===== config.mk =====
export PLATFORM = sky130hd
export DESIGN_NAME = phys_reg_free_list_flat
export DESIGN_NICKNAME = d
export VERILOG_FILES = /design/src/rtl/phys_reg_free_list_if.sv /design/src/rtl/phys_reg_free_list.sv /design/src/flat_wrapper.sv
export SDC_FILE = /design/constraint.sdc
export NUM_CORES = 1
export LEC_CHECK = 0
export CAP_MARGIN = 20
export CORE_MARGIN = 10
export CORE_UTILIZATION = 40
export CTS_CLUSTER_DIAMETER = 200
export DETAILED_ROUTE_END_ITERATION = 10
export DONT_BUFFER_PORTS = 1
export HOLD_SLACK_MARGIN = 0.05
export PLACE_DENSITY_LB_ADDON = 0.12
export RECOVER_POWER = 100
export SETUP_SLACK_MARGIN = 0.1
export SYNTH_ARGS = -nofsm -noshare
export SYNTH_HDL_FRONTEND = slang
export SYNTH_SLANG_ARGS = --single-unit

===== constraint.sdc =====
create_clock -name clock -period 7.8 [get_ports clock]
set_clock_uncertainty 0.1 [all_clocks]
set_input_delay 0.78 -clock clock [delete_from_list [all_inputs] [get_ports clock]]
set_output_delay 0.78 -clock clock [all_outputs]
set_load 0.02 [all_outputs]

===== src/rtl/phys_reg_free_list_if.sv =====
`default_nettype none
// ============================================================================
//  Module      : phys_reg_free_list_if
//  Description : Rename-allocate / commit-free bundle for the physical
//                register free list.
//  Revision    : 1.0
// ============================================================================
interface phys_reg_free_list_if #(
    parameter int REG_FILE_ADDR_WIDTH = 7
);
    logic                           alloc_req;
    logic                           alloc_valid;
    logic [REG_FILE_ADDR_WIDTH-1:0] alloc_reg;
    logic                           free_valid;
    logic [REG_FILE_ADDR_WIDTH-1:0] free_reg;
    logic [REG_FILE_ADDR_WIDTH-1:0] free_count;
    logic                           empty;
    logic                           full;
    logic                           overflow_err;
    logic                           illegal_free;

    modport master (
        output alloc_req, free_valid, free_reg,
        input  alloc_valid, alloc_reg, free_count, empty, full,
               overflow_err, illegal_free
    );

    modport slave (
        input  alloc_req, free_valid, free_reg,
        output alloc_valid, alloc_reg, free_count, empty, full,
               overflow_err, illegal_free
    );
endinterface
`default_nettype wire


===== src/rtl/phys_reg_free_list.sv =====
`default_nettype none
// ============================================================================
//  Module      : phys_reg_free_list
//  Description : Circular FIFO of unallocated physical register indices
//                feeding the rename map table.
//  Revision    : 1.0
// ============================================================================
module phys_reg_free_list #(
    parameter int REG_FILE_ADDR_WIDTH = 7,
    parameter int NUM_PHYS_REGS       = 128,
    parameter int NUM_ARCH_REGS       = 32,
    parameter int FREE_DEPTH          = NUM_PHYS_REGS - NUM_ARCH_REGS
) (
    input  wire logic           clock,
    input  wire logic           reset,
    phys_reg_free_list_if.slave fl
);
    localparam int c_PTR_W = (FREE_DEPTH > 1) ? $clog2(FREE_DEPTH) : 1;
    localparam logic [c_PTR_W-1:0]             c_LAST_PTR = c_PTR_W'(FREE_DEPTH - 1);
    localparam logic [REG_FILE_ADDR_WIDTH-1:0] c_DEPTH    = REG_FILE_ADDR_WIDTH'(FREE_DEPTH);

    logic [REG_FILE_ADDR_WIDTH-1:0] r_mem [FREE_DEPTH];
    logic [c_PTR_W-1:0]             r_head;
    logic [c_PTR_W-1:0]             r_tail;
    logic [REG_FILE_ADDR_WIDTH-1:0] r_count;
    logic                           r_overflow;
    logic                           r_illegal;

    logic w_full;
    logic w_pop;
    logic w_idx_zero;
    logic w_idx_in_range;
    logic w_candidate;
    logic w_push;
    logic w_overflow;
    logic w_illegal;

    always_comb begin
        w_full         = (r_count == c_DEPTH);
        w_pop          = fl.alloc_req && (r_count != '0);
        w_idx_zero     = (fl.free_reg == '0);
        w_idx_in_range = (int'(fl.free_reg) < NUM_PHYS_REGS);
        w_candidate    = fl.free_valid && !w_idx_zero && w_idx_in_range;
        // A pop in the same cycle vacates a slot, so a full list can still take the push.
        w_push         = w_candidate && (!w_full || w_pop);
        w_overflow     = w_candidate && w_full && !w_pop;
        w_illegal      = fl.free_valid && !w_idx_in_range;
    end

    always_ff @(posedge clock) begin
        if (!reset) begin
            for (int i = 0; i < FREE_DEPTH; i++) begin
                r_mem[i] <= REG_FILE_ADDR_WIDTH'(NUM_ARCH_REGS + i);
            end
            r_head     <= '0;
            r_tail     <= '0;
            r_count    <= c_DEPTH;
            r_overflow <= 1'b0;
            r_illegal  <= 1'b0;
        end else begin
            if (w_pop) begin
                r_head <= (r_head == c_LAST_PTR) ? '0 : r_head + 1'b1;
            end
            if (w_push) begin
                r_mem[r_tail] <= fl.free_reg;
                r_tail        <= (r_tail == c_LAST_PTR) ? '0 : r_tail + 1'b1;
            end
            case ({w_push, w_pop})
                2'b10:   r_count <= r_count + 1'b1;
                2'b01:   r_count <= r_count - 1'b1;
                default: r_count <= r_count;
            endcase
            if (w_overflow) r_overflow <= 1'b1;
            if (w_illegal)  r_illegal  <= 1'b1;
        end
    end

    assign fl.alloc_valid  = (r_count != '0);
    assign fl.alloc_reg    = r_mem[r_head];
    assign fl.free_count   = r_count;
    assign fl.empty        = (r_count == '0);
    assign fl.full         = w_full;
    assign fl.overflow_err = r_overflow;
    assign fl.illegal_free = r_illegal;
endmodule
`default_nettype wire


===== src/flat_wrapper.sv =====
// flat-port wrapper written by rule: the top's interface ports become plain ports
module phys_reg_free_list_flat 
#(
    parameter int REG_FILE_ADDR_WIDTH = 7,
    parameter int NUM_PHYS_REGS       = 128,
    parameter int NUM_ARCH_REGS       = 32,
    parameter int FREE_DEPTH          = NUM_PHYS_REGS - NUM_ARCH_REGS
)
  (clock, reset, fl_alloc_req, fl_free_valid, fl_free_reg, fl_alloc_valid, fl_alloc_reg, fl_free_count, fl_empty, fl_full, fl_overflow_err, fl_illegal_free);
  phys_reg_free_list_if #(.REG_FILE_ADDR_WIDTH(REG_FILE_ADDR_WIDTH)) fl_i ();
  input  wire logic clock;
  input  wire logic reset;
  input wire logic [$bits(fl_i.alloc_req)-1:0] fl_alloc_req;
  input wire logic [$bits(fl_i.free_valid)-1:0] fl_free_valid;
  input wire logic [$bits(fl_i.free_reg)-1:0] fl_free_reg;
  output wire logic [$bits(fl_i.alloc_valid)-1:0] fl_alloc_valid;
  output wire logic [$bits(fl_i.alloc_reg)-1:0] fl_alloc_reg;
  output wire logic [$bits(fl_i.free_count)-1:0] fl_free_count;
  output wire logic [$bits(fl_i.empty)-1:0] fl_empty;
  output wire logic [$bits(fl_i.full)-1:0] fl_full;
  output wire logic [$bits(fl_i.overflow_err)-1:0] fl_overflow_err;
  output wire logic [$bits(fl_i.illegal_free)-1:0] fl_illegal_free;
  assign fl_i.alloc_req = fl_alloc_req;
  assign fl_i.free_valid = fl_free_valid;
  assign fl_i.free_reg = fl_free_reg;
  assign fl_alloc_valid = fl_i.alloc_valid;
  assign fl_alloc_reg = fl_i.alloc_reg;
  assign fl_free_count = fl_i.free_count;
  assign fl_empty = fl_i.empty;
  assign fl_full = fl_i.full;
  assign fl_overflow_err = fl_i.overflow_err;
  assign fl_illegal_free = fl_i.illegal_free;
  phys_reg_free_list #(.REG_FILE_ADDR_WIDTH(REG_FILE_ADDR_WIDTH), .NUM_PHYS_REGS(NUM_PHYS_REGS), .NUM_ARCH_REGS(NUM_ARCH_REGS), .FREE_DEPTH(FREE_DEPTH)) u_core (.clock(clock), .reset(reset), .fl(fl_i));
endmodule

==> impl_metrics.env <==
export IMPL_drc=0
export IMPL_p_seq_share_pct=53.2
export IMPL_postCtsResizedCells=0
export IMPL_end_kind="primary output"
export IMPL_dieHeight_um=343
export IMPL_drt_total_wl_um=127000
export IMPL_cts_made_buffers=100
export IMPL_antenna_found_initial=6
export IMPL_path_max_fanout=113
export IMPL_grt_use_total_pct=21.1
export IMPL_ys_warn_count=0
export IMPL_reg2reg_from="u_core.fl.free_count[1]$_SDFFE_PN0P_"
export IMPL_hpwlAfterDp_um=73600
export IMPL_min_period_ps=6230
export IMPL_initialDrtViolationCount=2935
export IMPL_cts_buffer_depth=3
export IMPL_post_cts_buffers=0
export IMPL_row_count=118
export IMPL_ant_nets=0
export IMPL_regArea_um2=27500
export IMPL_maxCapViolCount=9
export IMPL_slew_headroom_pct=-119
export IMPL_num_io_pins=30
export IMPL_synthArstFlopShare_pct=0
export IMPL_core_um2=103000
export IMPL_first_pass_iters=5
export IMPL_yosysSeqAreaShare_pct=65.9
export IMPL_ff2ff_setup_slack_ps=2210
export IMPL_layout_commonest_cell="edfxtp_1"
export IMPL_pwr_share_comb_pct=4.3
export IMPL_hold_start="fl_free_reg[2]"
export IMPL_nets=2975
export IMPL_numClockSinks=925
export IMPL_timing_rr_end="u_core.r_mem[45][3]$_SDFFCE_PN1P_"
export IMPL_viasPerCell=5.97
export IMPL_clk_latency_ps=680
export IMPL_drive_gt1_share_pct=11.3
export IMPL_slew_viol_final=358
export IMPL_htreeDepth=3
export IMPL_syn_num_nets=3104
export IMPL_hold_buffers=0
export IMPL_p_sw_share_pct=22.5
export IMPL_hold_class="in2reg"
export IMPL_holdPathEnd="u_core.r_mem[118][2]$_DFFE_PP_"
export IMPL_power_internal_w=0.00824
export IMPL_grt_max_degree=142
export IMPL_syn2layout_area_growth_pct=9.91
export IMPL_port_buffers=0
export IMPL_clk_pin_slew_ps=60
export IMPL_worstMarginPinSlew_ps=3290
export IMPL_ys_flop_type="edfxtp_1"
export IMPL_root_buffer="clkbuf_16"
export IMPL_ff2ff_path_depth=6
export IMPL_avgSynthCellArea_um2=13.5
export IMPL_start_util_pct=40.3
export IMPL_place_congestion=0.828
export IMPL_post_route_period_util_pct=79.9
export IMPL_grt_pass1_wl_um=184000
export IMPL_ys_ff_latch=925
export IMPL_syn_area_um2=41700
export IMPL_overflow=0
export IMPL_max_clock_freq_ghz=0.160
export IMPL_n_fill_cell=9250
export IMPL_power_density_nw_per_um2=232
export IMPL_grt_pass1_vias=26351
export IMPL_worstPathRequired_ps=6920
export IMPL_synthCells=3085
export IMPL_path_class="reg2out"
export IMPL_utilization_pct=44.3
export IMPL_critPathLaunchType="register"
export IMPL_vdd_ir_drop_max_v=0.000167
export IMPL_avgRoutedWirePerCell_um=28.7
export IMPL_die_area_um2=118000
export IMPL_cts_tree="done"
export IMPL_hold_viol_final=0
export IMPL_vias=26380
export IMPL_tns_ps=0
export IMPL_status="finished with violations"
export IMPL_rsz0062_at_grt="no"
export IMPL_violations="capacitance limit, slew limit"
export IMPL_clkPwrFrac_pct=42.5
export IMPL_finalSetupViolCount=0
export IMPL_synth_edf_count=896
export IMPL_multiInputGateArea_um2=12900
export IMPL_p_switching_w=0.00239
export IMPL_worstPathArrival_ps=5350
export IMPL_whs_path_depth=0
export IMPL_die_w_um=343
export IMPL_yosysUniqueCellTypes=60
export IMPL_final_cell_mix="896 x edfxtp_1, 280 x mux2i_1, 246 x or3_1"
export IMPL_p_leak_nw=14.1
==> state kept, by name (all words and copies together) (netlist names), named ones only <==
signal / flops
u_core.fl.overflow_err: 1
u_core.fl.free_count: 7
u_core.r_tail: 7
u_core.r_mem: 896
u_core.r_head: 7
==> metrics by stage <==
step / total power [W] / setup slack (ps) / hold slack (ps) / cell area [µm²] / cells
floorplan: 0.00606 / 4380 / 384 / 41700 / 3085
global placement: 0.00621 / 3460 / 409 / 42700 / 4196
detailed placement: 0.00622 / 3420 / 438 / 42800 / 4198
CTS: 0.0107 / 2690 / 55.9 / 45800 / 4381
global route: 0.0109 / 1260 / 82.3 / 45900 / 4417
finish: 0.0106 / 1570 / 110 / 45900 / 4420
==> per-layer routing <==
layer  global-route usage, %  vias up  wire length, µm
li1                        -    11624                -
met1                    28.8    13617            54900
met2                    33.8      923            59200
met3                    3.78      214             8610
met4                    6.87        2             4190
met5                       0        -               13
==> worst max path at each step <==
stage | from | slack, ps | cells past startpoint | end
2_1_floorplan | fl_free_reg[2] | 4380 | 11 | u_core.fl.free_count[6]$_SDFFE_PN1P_
3_3_place_gp | register | 3460 | 6 | fl_alloc_reg[2]
3_5_place_dp | register | 3420 | 6 | fl_alloc_reg[3]
4_1_cts | register | 2690 | 6 | fl_alloc_reg[3]
5_1_grt | register | 1260 | 6 | fl_alloc_reg[3]
6_report | register | 1570 | 6 | fl_alloc_reg[3]
==> power by group through the flow <==
stage | clock (W) | combinational [W] | sequential (W)
finish | 0.00451 | 0.000462 | 0.00565
global route | 0.00477 | 0.000496 | 0.00567
CTS | 0.00458 | 0.000461 | 0.00566
detailed placement | 0 | 0.000459 | 0.00576
global placement | 0 | 0.000452 | 0.00576
floorplan | 0 | 0.000336 | 0.00573
==> critical path, stage by stage (launching register included) <==
cell	delay, ps
dfxtp_4	540
buf_12	460
clkbuf_1	1460
a211oi_1	370
nor4_1	590
nand4_1	390
nand4_1	610
==> cell type report <==
type | instances | area share (%)
Clock inverter | 61 | 1.05
Inverter | 7 | 0.0600
Antenna cell | 3 | 0.0164
Multi-Input combinational cell | 1823 | 28.2
Tap cell | 1380 | 3.77
Timing Repair Buffer | 99 | 1.33
Clock buffer | 122 | 5.64
Sequential cell | 925 | 59.9
==> synthesized netlist by cell type, types with 5 or more instances <==
master / instances / area share, %
a22o_1: 72 / 1.5
o21ai_0: 107 / 1.3
buf_2: 54 / 0.65
a21oi_1: 17 / 0.20
mux2i_1: 280 / 6.7
and3_1: 231 / 3.5
clkbuf_1: 254 / 2.3
edfxtp_1: 896 / 64
or3_1: 246 / 3.7
ha_1: 7 / 0.21
mux2_2: 128 / 3.5
nor3_1: 47 / 0.56
nor2b_1: 48 / 0.72
o2bb2ai_1: 24 / 0.50
buf_1: 15 / 0.13
o22ai_1: 53 / 0.79
and2_1: 48 / 0.72
inv_1: 6 / 0.054
dfxtp_1: 29 / 1.4
nor2_1: 73 / 0.66
a211oi_1: 41 / 0.74
nand4_1: 38 / 0.57
xnor2_1: 6 / 0.13
nand2_1: 85 / 0.76
nand2b_1: 15 / 0.22
a22oi_1: 33 / 0.59
nand3_1: 122 / 1.5
buf_4: 5 / 0.090
nor4_1: 51 / 0.76
==> cell families (layout without fill, tap and decap cells) <==
logic type / Yosys count / in the layout / synth area share (%)
adders and majority gates: 8 / 8 / 0.258
xor gates and xnor gates: 8 / 8 / 0.168
and+or+nand+nor: 1028 / 1028 / 14.2
muxes: 408 / 408 / 10.2
buffers and inverters: 337 / 289 / 3.24
AOI/OAI and AO/OA: 370 / 370 / 6.12
other: 1 / 4 / 0.00899
DFF: 925 / 925 / 65.9
(Power assumes the default switching activity.)
